[src/rtl/car_motion_ctrl_pkg.sv]
// Shared types and constants for the car motion controller.
package car_motion_ctrl_pkg;
   localparam int COORD_W    = 11;
   localparam int X_WRAP_DEF = 640;

   typedef enum logic [1:0] {
      IDLE,
      RUN,
      HALT
   } state_t;
endpackage

[src/rtl/car_motion_ctrl_pos_step.sv]
// Combinational per-frame position step with horizontal wrap.
module car_pos_step
   import car_motion_ctrl_pkg::*;
#(
   parameter int X_WRAP = X_WRAP_DEF
) (
   input  logic [COORD_W-1:0] x0,
   input  logic [1:0]         frac,
   input  logic [5:0]         speed,
   input  logic               dir,
   output logic [COORD_W-1:0] nx,
   output logic [1:0]         nfrac,
   output logic               wrap
);
   localparam logic [11:0] WV = 12'(X_WRAP);

   logic [7:0]  sum;
   logic [11:0] xe;
   logic [11:0] se;
   logic [11:0] t;

   assign sum   = {6'd0, frac} + {2'd0, speed};
   assign nfrac = sum[1:0];
   assign xe    = {1'b0, x0};
   assign se    = {6'd0, sum[7:2]};

   always_comb begin
      t    = xe;
      wrap = 1'b0;
      if (!dir) begin
         t = xe + se;
         if (t >= WV) begin
            t    = t - WV;
            wrap = 1'b1;
         end
      end else if (xe >= se) begin
         t = xe - se;
      end else begin
         t    = xe + WV - se;
         wrap = 1'b1;
      end
   end

   assign nx = t[COORD_W-1:0];
endmodule

[src/rtl/car_motion_ctrl.sv]
// Per-car horizontal motion FSM driving a sprite origin.
module car_motion_ctrl
   import car_motion_ctrl_pkg::*;
#(
   parameter int X_WRAP  = X_WRAP_DEF,
   parameter int Y_LANE  = 224,
   parameter int X_START = 0
) (
   input  logic               clk,
   input  logic               reset,
   input  logic               frame_tick,
   input  logic               start,
   input  logic               stop,
   input  logic               pause,
   input  logic               dir,
   input  logic [5:0]         speed,
   output logic [COORD_W-1:0] x0,
   output logic [COORD_W-1:0] y0,
   output logic               moving,
   output logic               wrap
);
   localparam logic [COORD_W-1:0] XS = COORD_W'(X_START);

   state_t             state;
   state_t             state_n;
   logic [1:0]         frac;
   logic [COORD_W-1:0] nx;
   logic [1:0]         nfrac;
   logic               step_wrap;
   logic               upd;

   car_pos_step #(
      .X_WRAP(X_WRAP)
   ) u_step (
      .x0   (x0),
      .frac (frac),
      .speed(speed),
      .dir  (dir),
      .nx   (nx),
      .nfrac(nfrac),
      .wrap (step_wrap)
   );

   assign y0 = COORD_W'(Y_LANE);

   always_comb begin
      state_n = state;
      upd     = 1'b0;
      unique case (state)
         IDLE: if (start && !stop) state_n = RUN;
         RUN: begin
            upd = frame_tick && !pause && !stop;
            if (stop)       state_n = IDLE;
            else if (pause) state_n = HALT;
         end
         HALT: begin
            if (stop)        state_n = IDLE;
            else if (!pause) state_n = RUN;
         end
         default: state_n = IDLE;
      endcase
   end

   always_ff @(posedge clk) begin
      if (reset) begin
         state  <= IDLE;
         x0     <= XS;
         frac   <= 2'd0;
         moving <= 1'b0;
         wrap   <= 1'b0;
      end else begin
         state  <= state_n;
         moving <= (state_n == RUN);
         wrap   <= upd && step_wrap;
         // Leaving for IDLE discards any update in the same cycle.
         if (state_n == IDLE) begin
            x0   <= XS;
            frac <= 2'd0;
         end else if (upd) begin
            x0   <= nx;
            frac <= nfrac;
         end
      end
   end
endmodule

[config.mk]
export PLATFORM = sky130hd
export DESIGN_NAME = car_motion_ctrl
export DESIGN_NICKNAME = d
export VERILOG_FILES = /design/src/rtl/car_motion_ctrl_pkg.sv /design/src/rtl/car_motion_ctrl_pos_step.sv /design/src/rtl/car_motion_ctrl.sv
export SDC_FILE = /design/constraint.sdc
export NUM_CORES = 1
export LEC_CHECK = 0
export CORE_MARGIN = 3
export CORE_UTILIZATION = 56
export DETAILED_ROUTE_END_ITERATION = 6
export MAX_ROUTING_LAYER = met4
export PLACE_DENSITY = 0.86
export SETUP_SLACK_MARGIN = 0.2
export SYNTH_ARGS = -nofsm -noshare
export SYNTH_HDL_FRONTEND = slang
export SYNTH_HIERARCHICAL = 1
export SYNTH_SLANG_ARGS = --single-unit
[constraint.sdc]
create_clock -name clk -period 5.5 [get_ports clk]
set_input_delay 1.65 -clock clk [delete_from_list [all_inputs] [get_ports clk]]
set_output_delay 1.65 -clock clk [all_outputs]
set_load 0.03 [all_outputs]
==> results of run 1 <==
==> worst paths after layout <==
check	cells past startpoint	slack, ps	start	endpoint
setup reg to reg	15	1770	frac[0]	x0[9]
setup / recovery	16	240	speed[0]	x0[9]
hold reg to reg	2	500	frac[0]	frac[0]
hold / removal	2	500	frac[0]	frac[0]
==> per-layer routing <==
| metal | vias up | GRT usage (%) |
|---|---|---|
| li1 | 1179 | - |
| met4 | 0 | 7.58 |
| met1 | 1215 | 34.8 |
| met5 | - | - |
| met2 | 151 | 39.5 |
| met3 | 11 | 1.93 |
==> cells in the final DEF (no fill, tap or decap), types with 4 or more instances in the layout <==
master	instances
sky130_fd_sc_hd__a31oi_1	6
sky130_fd_sc_hd__a211oi_1	4
sky130_fd_sc_hd__clkdlybuf4s50_1	25
sky130_fd_sc_hd__o211ai_1	5
sky130_fd_sc_hd__o21ai_0	6
sky130_fd_sc_hd__xnor2_1	8
sky130_fd_sc_hd__fa_1	6
sky130_fd_sc_hd__a21oi_1	18
sky130_fd_sc_hd__nand2b_1	5
sky130_fd_sc_hd__conb_1	11
sky130_fd_sc_hd__o21ai_1	13
sky130_fd_sc_hd__nor2_1	15
sky130_fd_sc_hd__buf_4	15
sky130_fd_sc_hd__ha_1	26
sky130_fd_sc_hd__a311oi_1	4
sky130_fd_sc_hd__nand3_1	17
sky130_fd_sc_hd__inv_1	29
sky130_fd_sc_hd__dfxtp_1	17
sky130_fd_sc_hd__nand2_1	14
==> flip-flops by register name, summed over array words and instances, names as in the netlist <==
register  cells
frac          2
moving        1
state         2
wrap          1
x0           11
==> logic make-up (layout without fill, tap and decap cells) <==
family | Yosys count | count (layout)
mux | 6 | 6
flops | 17 | 17
simple gates | 88 | 88
buf+inv | 57 | 76
fa+ha+maj | 35 | 35
other cells | 2 | 11
xor+xnor | 14 | 14
compound gates | 95 | 95
==> worst register-to-register path, delay by kind of cell, from the launching register on <==
kind	cells	cell delay, ps
simple gates	4	1040
buf+inv	2	210
xor+xnor	2	400
flops	1	330
fa+ha+maj	3	800
compound gates	4	880
==> power groups by stage <==
stage	clock network, uW	logic [uW]	registers (uW)
2_1_floorplan	0	59.8	129
3_3_place_gp	0	77.5	128
3_5_place_dp	0	78.1	128
4_1_cts	94.8	78.7	125
5_1_grt	99.5	89.7	125
6_report	92.3	83.5	125
==> cell type report <==
type / instances / area [um^2]
clock buffers: 4 / 45.0
fillers: 328 / 1240
inverters: 32 / 120
multi-input cells: 249 / 2000
flip-flops and latches: 17 / 340
well taps: 50 / 62.6
repair buffers: 40 / 363
==> stage by stage <==
| step | setup TNS (ps) | power (uW) |
|---|---|---|
| global placement | 0 | 205 |
| CTS | 0 | 299 |
| detailed placement | -26.4 | 206 |
| finish | 0 | 301 |
| global route | 0 | 315 |
| floorplan | 0 | 188 |
==> repair_timing <==
action,CTS,global route
gates resized for setup,0,16
setup endpoints to repair,0,8
hold endpoints to repair,0,0
hold buffers,0,0
setup buffers,0,1
==> results.sh, run 1 <==
export IMPL_status="finished, final reports clean"
export IMPL_detail_route_wirelength_um=6710
export IMPL_clock_tree_from_tritoncts="built"
export IMPL_final_layout_size_suffix_gt1_share_pct=14.9
export IMPL_clockRootBuffer="sky130_fd_sc_hd__clkbuf_8"
export IMPL_drv_slew=0
export IMPL_synth_cells=314
export IMPL_synth_edff_count=0
export IMPL_grt_antenna_before_repair=0
export IMPL_placement_io_buffers=25
export IMPL_finalHoldViolations=0
export IMPL_cts_buffers_inserted=3
export IMPL_clockPowerShare_pct=30.7
export IMPL_starting_density_of_the_core_pct=60.3
export IMPL_cpLargestDelayFamily="simple AND/OR/NAND/NOR gates"
export IMPL_placed_area_um2=2780
export IMPL_setup_repair_after_global_routing_missed_its_margin="true"
export IMPL_via_count_of_the_first_global_routing_pass=2270
export IMPL_layout_cell_area_non_filler_um2=2930
export IMPL_synth_area_in_compound_gates_pct=26.4
export IMPL_total_leakage_power_uw=0.00114
export IMPL_clk_transition_reported_paths_ps=60
export IMPL_via_count=2556
export IMPL_irDropWorstVdd_mv=0.153
export IMPL_place_detailed_hpwl_um=4990
export IMPL_post_route_period_util_pct=95.6
export IMPL_net_sw_power_uw=93.0
export IMPL_die_area_um2=5330
export IMPL_antennaDiodeCount=0
export IMPL_final_instance_count_excl_fill=392
export IMPL_io_pin_count=37
export IMPL_crit_path_max_incr_delay_ps=570
export IMPL_drc_errors=0
export IMPL_top_layer="met4"
export IMPL_synth_sequential_area_ratio_pct=13.5
export IMPL_number_of_h_tree_levels=1
export IMPL_grt_util_all_layers_pct=25.3
export IMPL_m1WireLength_um=2850
export IMPL_coreArea_um2=4170
export IMPL_total_clock_sinks=17
export IMPL_area_of_the_mapped_netlist_um2=2510
export IMPL_worst_ep_required_time_ps=5680
export IMPL_max_slew_worst_pin_slew_ps=998
export IMPL_num_rows=23
export IMPL_yosys_area_share_xor_xnor_pct=4.88
export IMPL_synth_fa_ha_area_share_pct=19.5
export IMPL_cts_root_to_sink_buffers=2
export IMPL_power_per_cell_area_nw_per_um2=103
export IMPL_place_ws_ps=-26.4
export IMPL_utilization_pct=70.2
export IMPL_synth_area_top_cells="sky130_fd_sc_hd__ha_1 (14%), sky130_fd_sc_hd__dfxtp_1 (14%), sky130_fd_sc_hd__fa_1 (5.6%), sky130_fd_sc_hd__inv_1 (4.3%), sky130_fd_sc_hd__a21oi_1 (3.8%)"
export IMPL_chipWidth_um=73.0
export IMPL_drv_max_cap_violation_count=0
export IMPL_yosys_area_top_type="sky130_fd_sc_hd__ha_1"
export IMPL_finalHoldWorstSlack_ps=503
export IMPL_gp_congestion=1.08
export IMPL_fin_worst_skew_ps=1.18
export IMPL_post_place_cells=387
export IMPL_timing_critical_path_cells="clkdlybuf4s50_1 > ha_1 > inv_1 > fa_1 > nor2_2 > xor2_2 > buf_4 > ha_4 > or4b_4 > o221ai_2 > nor3_1 > xnor2_1 > o21ai_0 > a221oi_1 > nand3_1 > a21oi_1"
export IMPL_synthMuxAreaShare_pct=2.54
export IMPL_postRouteAntennaNets=0
export IMPL_flow_area_growth_from_synthesis_pct=16.5
export IMPL_final_period_minus_worst_setup_slack_ps=5260
export IMPL_detailroute_wirelength_met2_um=3210
export IMPL_setup_viol=0
export IMPL_synth_seq_cells=17
export IMPL_overflow=0
export IMPL_synth_ff_type="sky130_fd_sc_hd__dfxtp_1"
export IMPL_postSynth_asyncResetShare_pct=0
export IMPL_synth_area_per_cell_um2=8.01
export IMPL_start_to_end_type_of_the_worst_setup_path="in2reg"
export IMPL_achievable_frequency_mhz=190
export IMPL_drt_pass1_iterations=5
export IMPL_largest_family_of_logic_cells_by_synthesized_area="compound AO/OA/AOI/OAI gates"
export IMPL_intPower_uw=208
export IMPL_synthMostInstantiatedCell="sky130_fd_sc_hd__inv_1"
export IMPL_drt_first_iter_violations=282
export IMPL_netSwitchingFraction_pct=30.9
export IMPL_insertion_delay_ps=250
export IMPL_grt_max_degree=26
export IMPL_critical_path_n_buffers_inverters=3
export IMPL_met3WireLength_um=570
export IMPL_timing_critical_path_arrival_ps=5440
export IMPL_hold_path_class="reg2reg"
export IMPL_share_comb_of_total_power_pct=27.7
export IMPL_crit_path_top_delay_cell="sky130_fd_sc_hd__or4b_4"
export IMPL_wire_length_of_the_first_global_routing_pass_um=10500
export IMPL_avg_vias_per_cell=6.52
export IMPL_startpoint_type="primary input"
export IMPL_synth_commonest_cells="sky130_fd_sc_hd__inv_1 (29), sky130_fd_sc_hd__ha_1 (28), sky130_fd_sc_hd__a21oi_1 (19), sky130_fd_sc_hd__nand3_1 (18), sky130_fd_sc_hd__dfxtp_1 (17)"
export IMPL_power_sequential_fraction_pct=41.6
export IMPL_detail_route_wl_per_cell_um=17.1
export IMPL_slew_headroom_pct=33.1
export IMPL_synth_simple_gate_area_share_pct=20.7
export IMPL_worst_path_max_fanout=9
export IMPL_chipHeight_um=73.0
export IMPL_post_route_worst_setup_slack_ps=243
export IMPL_yosys_warnings=6
export IMPL_synthDistinctLibCells=73
export IMPL_synth_largest_type_area_fraction_pct=13.9
export IMPL_layout_nets=391
export IMPL_cp_end_kind="flip-flop"
Power figures use the tool's default switching activity.
==> inputs of run 2 (changes only) <==
- ABC_AREA: not set -> 0
- PLACE_DENSITY: 0.86 -> 0.83
==> run 2 against run 1 <==
Against the previous run: sequential power hardly changed; worst setup slack better by 83 ps; combinational power is 2% lower; global-route usage is 0.29 points higher; register-to-register slack better by 90 ps; maximum frequency is 1.6% higher; critical endpoint unchanged; largest cell class unchanged.
==> results.sh, run 2 (synthesized netlist as in run 1, its figures left out) <==
export IMPL_status="finished, final reports clean"
export IMPL_flow_area_growth_from_synthesis_pct=15.9
export IMPL_layout_cells_most_common_list="sky130_fd_sc_hd__inv_1 (29), sky130_fd_sc_hd__ha_1 (26), sky130_fd_sc_hd__clkdlybuf4s50_1 (25), sky130_fd_sc_hd__nand3_1 (18), sky130_fd_sc_hd__a21oi_1 (18)"
export IMPL_drt_pass1_iterations=5
export IMPL_coreArea_um2=4170
export IMPL_power_per_cell_area_nw_per_um2=103
export IMPL_postRouteAntennaNets=0
export IMPL_final_period_minus_worst_setup_slack_ps=5170
export IMPL_total_clock_sinks=17
export IMPL_layout_nets=390
export IMPL_overall_power_uw=300
export IMPL_utilization_pct=69.8
export IMPL_m1WireLength_um=2940
export IMPL_grt_max_degree=26
export IMPL_fin_setup_tns_ps=0
export IMPL_chipWidth_um=73.0
export IMPL_finalHoldViolations=0
export IMPL_clock_tree_from_tritoncts="built"
export IMPL_num_rows=23
export IMPL_number_of_h_tree_levels=1
export IMPL_grt_util_all_layers_pct=25.6
export IMPL_timing_hold_worst_start="frac[0]"
export IMPL_placement_io_buffers=25
export IMPL_final_common_cell="sky130_fd_sc_hd__inv_1"
export IMPL_detailroute_wirelength_met2_um=3150
export IMPL_finalHoldWorstSlack_ps=494
export IMPL_met3WireLength_um=429
export IMPL_detail_route_wl_per_cell_um=17.0
export IMPL_top_layer="met4"
export IMPL_worstReg2RegStart="frac[0]"
export IMPL_grt_antenna_before_repair=0
export IMPL_die_area_um2=5330
export IMPL_clk_transition_reported_paths_ps=70
export IMPL_via_count=2516
export IMPL_slew_headroom_pct=33.3
export IMPL_setup_repair_after_global_routing_missed_its_margin="true"
export IMPL_cts_root_to_sink_buffers=2
export IMPL_fin_worst_skew_ps=7.52
export IMPL_cp_end_kind="flip-flop"
export IMPL_final_layout_size_suffix_gt1_share_pct=14.1
export IMPL_detail_route_wirelength_um=6660
export IMPL_timing_critical_path_arrival_ps=5360
export IMPL_via_count_of_the_first_global_routing_pass=2239
export IMPL_worst_setup_path_startpoint="speed[0]"
export IMPL_clockRootBuffer="sky130_fd_sc_hd__clkbuf_8"
export IMPL_drt_first_iter_violations=222
export IMPL_irDropWorstVdd_mv=0.143
export IMPL_antennaDiodeCount=0
export IMPL_top_regs="x0 (11), frac (2), state (2)"
export IMPL_chipHeight_um=73.0
export IMPL_worst_ep_required_time_ps=5690
export IMPL_worst_path_max_fanout=4
export IMPL_start_to_end_type_of_the_worst_setup_path="in2reg"
export IMPL_achievable_frequency_mhz=193
export IMPL_cts_buffers_inserted=3
export IMPL_wire_length_of_the_first_global_routing_pass_um=10600
export IMPL_place_detailed_hpwl_um=5000
export IMPL_avg_vias_per_cell=6.43
export IMPL_largest_reg_flops=11
export IMPL_setup_viol=0
export IMPL_io_pin_count=37
export IMPL_drc_errors=0
export IMPL_max_flop_register="x0"
export IMPL_startpoint_type="primary input"
export IMPL_drv_max_cap_violation_count=0
export IMPL_drv_slew=0
export IMPL_gp_congestion=0.944
export IMPL_starting_density_of_the_core_pct=60.3
export IMPL_max_slew_worst_pin_slew_ps=994
export IMPL_hold_path_class="reg2reg"
export IMPL_insertion_delay_ps=250
export IMPL_overflow=0
export IMPL_post_route_period_util_pct=94.1
export IMPL_total_leakage_power_uw=0.00114
==> run 2: final timing paths <==
kind	cells after the start	endpoint	slack (ps)
setup / recovery	17	x0[9]	330
hold / removal	2	frac[0]	490
setup reg to reg	16	x0[9]	1860
hold reg to reg	2	frac[0]	490
==> run 2: what timing repair did <==
| action | CTS | global route |
|---|---|---|
| hold buffers | 0 | 0 |
| endpoints found under the setup margin | 0 | 10 |
| buffers inserted | 0 | 1 |
| endpoints found under the hold margin | 0 | 0 |
| resized for setup | 0 | 17 |
==> run 2: area by class of cell <==
cell class                 instances  area (um^2)
clock buffer                       4         45.0
fill                             349         1260
inverter                          32          120
multi-input combinational        249         1990
sequential                        17          340
tap                               50         62.6
timing repair buffer              39          355
==> run 2: layer usage <==
| metal | vias up | GRT usage, % |
|---|---|---|
| met3 | 17 | 2.75 |
| met5 | - | - |
| met4 | 0 | 8.61 |
| li1 | 1173 | - |
| met2 | 132 | 38.8 |
| met1 | 1194 | 35.3 |
==> run 2: report_power, final <==
part / total [uW] / switching (uW) / internal (uW)
clock: 93.2 / 41.8 / 51.4
sequential: 125 / 1.23 / 124
combinational: 81.8 / 50.4 / 31.4
total: 300 / 93.4 / 207
==> run 2: worst max-delay path: stages <==
cell	delay (ps)
sky130_fd_sc_hd__clkdlybuf4s50_1	460
sky130_fd_sc_hd__ha_1	170
sky130_fd_sc_hd__inv_1	60
sky130_fd_sc_hd__fa_2	380
sky130_fd_sc_hd__xnor2_1	170
sky130_fd_sc_hd__ha_1	230
sky130_fd_sc_hd__fa_1	420
sky130_fd_sc_hd__a21o_1	240
sky130_fd_sc_hd__nand4_1	180
sky130_fd_sc_hd__nand3_1	120
sky130_fd_sc_hd__and2_1	230
sky130_fd_sc_hd__ha_1	220
sky130_fd_sc_hd__a311oi_1	220
sky130_fd_sc_hd__nor3_1	80
sky130_fd_sc_hd__a221oi_1	270
sky130_fd_sc_hd__nand3_1	110
sky130_fd_sc_hd__a21oi_1	130
==> run 2: metrics by stage <==
step	area (um^2)	worst slack, ps	std cells
after floorplan	2550	660	323
after global placement	2770	84.1	386
after detailed placement	2770	-34.7	386
after CTS	2820	204	390
after global routing	2910	111	391
final	2910	327	391
